==> src/rtl/control_sequencer.sv <==
// SAP control sequencer: IR, negedge T-state counter, halt latch, ucode ROM addressing.
// Optional CTRL_SEQ_VARLEN_EN: honour the microcode end flag from T2 onward.
module control_sequencer #(
  parameter int unsigned DATA_W     = 8,
  parameter int unsigned OP_W       = 4,
  parameter int unsigned T_W        = 3,
  parameter int unsigned T_STATES   = 6,
  parameter int unsigned CW_W       = 18,
  parameter int unsigned IR_IN_BIT  = 10,
  parameter int unsigned IR_OUT_BIT = 9,
  parameter int unsigned HALT_BIT   = 17
) (
  input  logic                  clk,
  input  logic                  cls,
  input  logic [DATA_W-1:0]     BUS,
  input  logic [CW_W:0]         ucode_q,
  output logic [OP_W+T_W-1:0]   ucode_addr,
  output logic [CW_W-1:0]       ctrl,
  output logic [DATA_W-1:0]     i_reg,
  output logic [DATA_W-1:0]     operand,
  output logic [T_W-1:0]        tstate,
  output logic                  halted
);

  typedef enum logic {
    S_RUN,
    S_HALT
  } state_t;

  localparam logic [T_W-1:0] T_LAST  = T_W'(T_STATES - 1);
  localparam logic [T_W-1:0] T_FIRST = T_W'(2);

  state_t              state_q, state_d;
  logic [T_W-1:0]      tstate_q, tstate_d;
  logic [DATA_W-1:0]   i_reg_q, i_reg_d;
  logic                end_ok;

  // end flag only counts once past the shared fetch states
`ifdef CTRL_SEQ_VARLEN_EN
  assign end_ok = ucode_q[CW_W] && (tstate_q >= T_FIRST);
`else
  logic unused_end_flag;
  assign unused_end_flag = ucode_q[CW_W];
  assign end_ok = 1'b0;
`endif

  // control word is gated off while halted or held in reset
  always_comb begin
    ctrl = ucode_q[CW_W-1:0];
    if (cls || (state_q == S_HALT)) begin
      ctrl = '0;
    end
  end

  // IR next value: load from the bus when the control word asks for it
  always_comb begin
    i_reg_d = i_reg_q;
    if (ctrl[IR_IN_BIT]) begin
      i_reg_d = BUS;
    end
  end

  // IR register, datapath transfers happen on the rising edge
  always_ff @(posedge clk or posedge cls) begin
    if (cls) begin
      i_reg_q <= '0;
    end else begin
      i_reg_q <= i_reg_d;
    end
  end

  // next T-state and halt; halt wins over wrap and end flag
  always_comb begin
    state_d  = state_q;
    tstate_d = tstate_q;
    unique case (state_q)
      S_RUN: begin
        if (ctrl[HALT_BIT]) begin
          state_d = S_HALT;
        end else if (tstate_q == T_LAST) begin
          tstate_d = '0;
        end else if (end_ok) begin
          tstate_d = '0;
        end else begin
          tstate_d = tstate_q + T_W'(1);
        end
      end
      S_HALT: begin
        state_d  = S_HALT;
        tstate_d = tstate_q;
      end
    endcase
  end

  // T-state counter and halt latch advance on the falling edge
  always_ff @(negedge clk or posedge cls) begin
    if (cls) begin
      state_q  <= S_RUN;
      tstate_q <= '0;
    end else begin
      state_q  <= state_d;
      tstate_q <= tstate_d;
    end
  end

  // operand field is driven only when the IR output bit is active
  always_comb begin
    operand = '0;
    if (ctrl[IR_OUT_BIT]) begin
      operand = {{OP_W{1'b0}}, i_reg_q[DATA_W-OP_W-1:0]};
    end
  end

  assign ucode_addr = {i_reg_q[DATA_W-1 -: OP_W], tstate_q};
  assign i_reg      = i_reg_q;
  assign tstate     = tstate_q;
  assign halted     = (state_q == S_HALT);

endmodule
==> config.mk <==
export PLATFORM = sky130hd
export DESIGN_NAME = control_sequencer
export DESIGN_NICKNAME = d
export VERILOG_FILES = /design/src/rtl/control_sequencer.sv
export SDC_FILE = /design/constraint.sdc
export NUM_CORES = 1
export LEC_CHECK = 0
export CORE_UTILIZATION = 29
export DETAILED_ROUTE_END_ITERATION = 12
export GPL_TIMING_DRIVEN = 0
export PLACE_DENSITY = 0.79
export REMOVE_ABC_BUFFERS = 1
export SLEW_MARGIN = 20
export SYNTH_ARGS = -nofsm -noshare
export SYNTH_HDL_FRONTEND = slang
export SYNTH_SLANG_ARGS = --single-unit
export TNS_END_PERCENT = 20
==> constraint.sdc <==
create_clock -name clk -period 1.45 [get_ports clk]
set_input_delay 0.435 -clock clk [delete_from_list [all_inputs] [get_ports clk]]
set_output_delay 0.435 -clock clk [all_outputs]
set_load 0.01 [all_outputs]
==> results.py, run 1 <==
metrics = {
    "sta": {
        "rsz0062_at_grt": "true",
        "tns_ps": -34100,
        "worst_slack_ps": -988,
        "setup_viol": 45,
        "finalHoldViolCount": 0,
        "final_max_slew_viol_count": 0,
        "finalClockSkew_ps": 8.45,
    },
    "floorplan": {
        "die_h_um": 52.3,
        "ioPinCount": 74,
        "dieArea_um2": 2740,
        "coreArea_um2": 2300,
        "initial_core_util_pct": 32.0,
        "die_w_um": 52.3,
        "placementRows": 17,
    },
    "synth": {
        "postSynthAreaPerCell_um2": 11.0,
        "ys_ff_latch": 12,
        "yosysWarnings": 0,
        "synth_area_um2": 734,
        "synth-seq-area-share_pct": 40.9,
        "synth_cell_types": 17,
        "synth_cells": 67,
    },
    "cells_and_area": {
        "num_antenna_cells": 0,
        "nFillCells": 216,
        "nets": 167,
        "final_layout_size_suffix_gt1_share_pct": 42.3,
        "design_area_um2": 1380,
        "area_growth_pct": 87.9,
        "final_common_cell": "clkdlybuf4s50_1",
        "post-route-util_pct": 60.1,
        "largest_reg_flops": 8,
        "mostFrequentLayoutCells": "26 x clkdlybuf4s50_1, 24 x buf_2, 13 x and2_1, 13 x dlygate4sd2_1",
    },
    "critical_path": {
        "path_cells": "buf_6, nor2_4, and2_1, buf_2",
        "worst_setup_path_start_kind": "flip-flop",
        "r2r-end": "i_reg[5]$_DFFE_PP0P_",
        "cp_num_buf_inv": 2,
        "cp_slowest_cell": "dfrtn_1",
        "endpoint": "ctrl[6]",
        "cpLargestDelayFamily": "flip-flops",
        "worstPathRequired_ps": 1020,
        "timing.rr.start": "halted$_DFF_NP0_",
        "crit_cells": 4,
        "path_max_fanout": 5,
        "rr_worst_depth": 5,
        "path_class": "reg -> out",
        "cp_slowest_stage_delay_ps": 510,
        "cp.arrival_ps": 2000,
        "startpoint": "halted$_DFF_NP0_",
        "critPathCaptureType": "primary output",
        "r2r_slack_ps": -690,
    },
    "grt": {
        "grt_use_total_pct": 16.8,
        "grt_overflow": 0,
        "grt_antenna_before_repair": 0,
        "grt_pass1_vias": 666,
        "grt_max_degree": 13,
        "grt_pass1_wl_um": 3350,
    },
    "route": {
        "drc": 0,
        "firstDrtPassIters": 3,
        "routed-via-count": 709,
        "via_per_inst": 4.30,
        "wl_per_cell_um": 13.1,
        "met1_length_um": 900,
        "dr.max_layer_used": "met3",
        "routed_wl_um": 2170,
        "ant_nets": 0,
        "met3_length_um": 113,
        "wl_met2_um": 1150,
        "drtIter0Drc": 13,
    },
    "clock_network": {
        "cts-root-buf": "clkbuf_4",
        "clk_path_buf_depth": 2,
        "insertion_delay_ps": 270,
        "ctsHoldBuffers": 0,
        "cts_made_buffers": 3,
        "clk_pin_slew_ps": 50,
        "cts_max_level": 1,
        "cts_tree": "built",
        "clock-sinks": 12,
    },
    "power": {
        "leakagePower_nw": 0.721,
        "power_mw": 1.14,
        "powerDensity_nw_per_um2": 823,
        "ir_worst_vdd_v": 0.000818,
    },
    "worst_hold_path": {
        "min_path_type": "reg -> reg",
    },
    "outcome": {
        "outcome": "finished, violations left",
        "violations": "negative setup slack",
    },
    "placed_design": {
        "preCtsSetupSlack_ps": -1780,
        "hpwl_um": 1540,
        "placed_area_um2": 1360,
        "port_buffers": 68,
        "gp_congestion": 0.668,
    },
    "flow_run": {
        "drv_cap": 0,
    },
}
## synthesized netlist by cell type
library cell	n	area share, %
or2_2	1	0.85
mux2_2	2	3.1
inv_1	1	0.51
dfrtp_1	8	27
nor3b_1	1	1.0
dfrtn_1	4	14
buf_6	1	1.5
clkbuf_1	2	1.0
conb_1	1	0.51
and3_1	4	3.4
nor2b_1	2	1.7
nor2_2	1	0.85
xnor2_1	1	1.2
nor2_1	1	0.51
and2_1	18	15
mux2_4	8	16
buf_4	11	11
## kinds of logic after synthesis
kind of cell  count (synthesis)  synth area share [%]
simple gates                 28                  23.7
buf+inv                      15                  14.3
flops                        12                  40.9
mux                          10                  19.4
xor+xnor                      1                  1.19
other cells                   1                 0.511
## power by group
part,switching [mW],leakage (nW),internal [mW],total (mW)
Clock,0.0977,0.0150,0.106,0.204
Sequential,0.0724,0.145,0.420,0.492
Combinational,0.177,0.561,0.263,0.440
Total,0.347,0.721,0.788,1.14
## repair_timing
item | in CTS | in global routing
buffers inserted | 6 | 0
endpoints found under the setup margin | 57 | 45
gates cloned | 3 | 0
hold endpoints to repair | 0 | 0
gates resized for setup | 145 | 4
pin swaps | 25 | 1
## worst min path at each step
stage / end / slack (ps) / depth (start not counted) / from
after global routing: tstate[0]$_DFFE_NP0P_ / 490 / 1 / tstate[0]$_DFFE_NP0P_
after detailed placement: tstate[0]$_DFFE_NP0P_ / 450 / 1 / tstate[0]$_DFFE_NP0P_
final: tstate[0]$_DFFE_NP0P_ / 450 / 1 / tstate[0]$_DFFE_NP0P_
after floorplan: i_reg[0]$_DFFE_PP0P_ / 300 / 1 / cls
after CTS: tstate[0]$_DFFE_NP0P_ / 450 / 1 / tstate[0]$_DFFE_NP0P_
after global placement: tstate[0]$_DFFE_NP0P_ / 440 / 1 / tstate[0]$_DFFE_NP0P_
## metal layers
| layer | vias up | global-route usage, % |
|---|---|---|
| li1 | 341 | - |
| met1 | 343 | 19.9 |
| met2 | 25 | 30.8 |
| met3 | 0 | 4.35 |
| met4 | 0 | 2.19 |
| met5 | - | 0 |
## area by class of cell
type | instances | area, um2 | area share [%]
timing repair buffer | 74 | 623 | 45.1
multi-input combinational | 46 | 392 | 28.4
sequential | 12 | 300 | 21.8
tap | 28 | 35.0 | 2.54
clock buffer | 4 | 26.3 | 1.90
inverter | 1 | 3.75 | 0.272
## metrics by stage
step | cells | hold WS [ps]
global route | 165 | 488
CTS | 165 | 454
finish | 165 | 453
floorplan | 56 | 300
detailed placement | 152 | 451
global placement | 152 | 444
(Power assumes the default switching activity.)
==> run 2: changes to the inputs <==
--- a/config.mk
+++ b/config.mk
@@ -5,10 +5,12 @@
 export SDC_FILE = /design/constraint.sdc
 export NUM_CORES = 1
 export LEC_CHECK = 0
+export ABC_AREA = 1
+export CORE_ASPECT_RATIO = 0.9
 export CORE_UTILIZATION = 29
 export DETAILED_ROUTE_END_ITERATION = 12
 export GPL_TIMING_DRIVEN = 0
-export PLACE_DENSITY = 0.79
+export PLACE_DENSITY = 0.77
 export REMOVE_ABC_BUFFERS = 1
 export SLEW_MARGIN = 20
 export SYNTH_ARGS = -nofsm -noshare
==> results.py, run 2 <==
metrics = {
    "floorplan": {
        "placementRows": 17,
        "dieArea_um2": 2860,
        "initial_core_util_pct": 30.9,
        "ioPinCount": 74,
        "coreArea_um2": 2490,
        "die_h_um": 50.8,
        "die_w_um": 56.3,
    },
    "power": {
        "ir_worst_vdd_v": 0.000538,
        "power_mw": 1.20,
        "powerDensity_nw_per_um2": 832,
        "leakagePower_nw": 0.831,
    },
    "route": {
        "drtIter0Drc": 35,
        "routed_wl_um": 2260,
        "wl_per_cell_um": 11.1,
        "via_per_inst": 4.23,
        "drc": 0,
        "routed-via-count": 862,
        "firstDrtPassIters": 4,
        "ant_nets": 0,
    },
    "grt": {
        "grt_max_degree": 14,
        "grt_busiest_layer": "met2",
        "grt_use_met1_pct": 17.9,
        "grt_util_met3_pct": 4.56,
        "grt_pass1_vias": 750,
        "grt_overflow": 0,
        "use_met2_pct": 26.0,
        "grt_antenna_before_repair": 0,
        "grt_use_total_pct": 15.3,
        "grt_pass1_wl_um": 3440,
    },
    "sta": {
        "tns_ps": -28970,
        "final_max_slew_viol_count": 0,
        "worst_slack_ps": -930,
        "rsz0062_at_grt": "true",
        "setup_viol": 41,
        "finalClockSkew_ps": 8.05,
        "worst_slew_margin_rel_pct": 66.2,
        "finalHoldViolCount": 0,
        "worst_pin_slew_ps": 507,
    },
    "synth": {
        "async_flop_share_pct": 100,
        "synthMuxAreaShare_pct": 0,
        "ys_ff_latch": 12,
        "synthXorXnorAreaFrac_pct": 1.14,
        "synth_top_family_by_area": "buffers and inverters",
        "yosys.area_share.simple_pct": 25.6,
        "synth_cell_types": 19,
        "synth_cells": 106,
        "synth_most_common_cell": "inv_1",
        "synth_area_um2": 768,
        "synth-seq-area-share_pct": 39.1,
        "ys.flop_type": "dfrtp_1",
        "synth_edf_count": 0,
        "yosys.area.top_type": "dfrtp_1",
        "synth_commonest_cells": "24 x inv_1, 21 x nand2_1, 21 x nor2_1",
        "yosysWarnings": 0,
        "yosys-top-cells-area": "dfrtp_1 26%, dfrtn_1 13%, inv_1 12%",
        "synth_fa_ha_area_share_pct": 0,
        "yosysTopAreaCellShare_pct": 26.1,
        "synth-compound-area-share_pct": 6.68,
        "postSynthAreaPerCell_um2": 7.25,
    },
    "outcome": {
        "violations": "negative setup slack",
        "outcome": "finished, violations left",
    },
    "placed_design": {
        "gp_congestion": 0.630,
        "port_buffers": 68,
        "placed_area_um2": 1390,
        "hpwl_um": 1660,
    },
    "cells_and_area": {
        "largest_reg_flops": 8,
        "final_common_cell": "buf_2",
        "nets": 206,
        "design_area_um2": 1450,
        "regArea_um2": 300,
        "final_layout_size_suffix_gt1_share_pct": 39.8,
        "nFillCells": 235,
        "area_growth_pct": 88.3,
        "multi_input_area_um2": 333,
        "num_antenna_cells": 0,
        "post-route-util_pct": 58.1,
        "mostFrequentLayoutCells": "26 x buf_2, 25 x clkdlybuf4s50_1, 24 x inv_1",
    },
    "critical_path": {
        "path_class": "reg -> out",
        "cpLargestDelayFamily": "flip-flops",
        "cp_num_buf_inv": 3,
        "path_cells": "nor2_4, buf_6, inv_8, nor2_1, buf_2",
        "worstPathRequired_ps": 1020,
        "cp_slowest_cell": "dfrtn_1",
        "path_max_fanout": 8,
        "cp_slowest_stage_delay_ps": 370,
        "cp.arrival_ps": 1950,
        "worst_setup_path_start_kind": "flip-flop",
        "critPathCaptureType": "primary output",
    },
    "clock_network": {
        "cts_max_level": 1,
        "clock-sinks": 12,
        "cts-root-buf": "clkbuf_4",
        "insertion_delay_ps": 270,
        "cts_made_buffers": 3,
        "clk_pin_slew_ps": 80,
        "clk_path_buf_depth": 2,
        "ctsHoldBuffers": 0,
        "cts_tree": "built",
    },
    "flow_run": {
        "drv_cap": 0,
    },
    "worst_hold_path": {
        "min_path_type": "in -> async",
    },
}
## run 2: metrics by stage
step / hold WS [ps] / std cells / setup slack (ps)
6_report: 379 / 204 / -930
5_1_grt: 439 / 204 / -1010
4_1_cts: 391 / 202 / -952
3_5_place_dp: 484 / 192 / -1180
3_3_place_gp: 465 / 192 / -1140
2_1_floorplan: 315 / 96 / -567
## run 2: final cells by class
cell class	count	share of cell area (%)
timing repair buffer	75	42.7
tap	28	2.42
clock buffer	4	2.51
sequential	12	20.8
timing repair inverter	1	0.779
inverter	26	7.79
multi-input combinational	58	23.0
## run 2: repair_timing
action / CTS / global route
endpoints found under the setup margin: 57 / 45
resized for setup: 148 / 22
cloned: 1 / 0
setup buffers: 5 / 2
pin swaps: 3 / 1
## run 2: report_power, final
part	switching, mW	internal, mW	leakage, nW
logic	0.231	0.226	0.665
registers	0.0633	0.421	0.144
clock network	0.111	0.152	0.0210
## run 2: path summary, 6_finish.rpt
check / to / slack (ps) / from / depth (start not counted)
worst max-delay path: ctrl[16] / -930 / halted$_DFF_NP0_ / 5
worst min-delay path: i_reg[6]$_DFFE_PP0P_ / 380 / cls / 2
worst max register to register: i_reg[0]$_DFFE_PP0P_ / -480 / halted$_DFF_NP0_ / 8
worst min register to register: tstate[2]$_DFFE_NP0P_ / 470 / tstate[2]$_DFFE_NP0P_ / 2
max in group asynchronous: tstate[1]$_DFFE_NP0P_ / 80 / cls / 2
min in group clk: tstate[2]$_DFFE_NP0P_ / 470 / tstate[2]$_DFFE_NP0P_ / 2
## run 2: cells by family after synthesis
family          Yosys count
other cells               1
buf+inv                  39
compound gates            6
flops                    12
simple gates             47
xor+xnor                  1
## run 2: routing by layer
layer | up-vias | routed length [um]
met5 | - | 0
met4 | 0 | 24
met3 | 4 | 217
met2 | 48 | 1150
met1 | 383 | 874
li1 | 427 | -
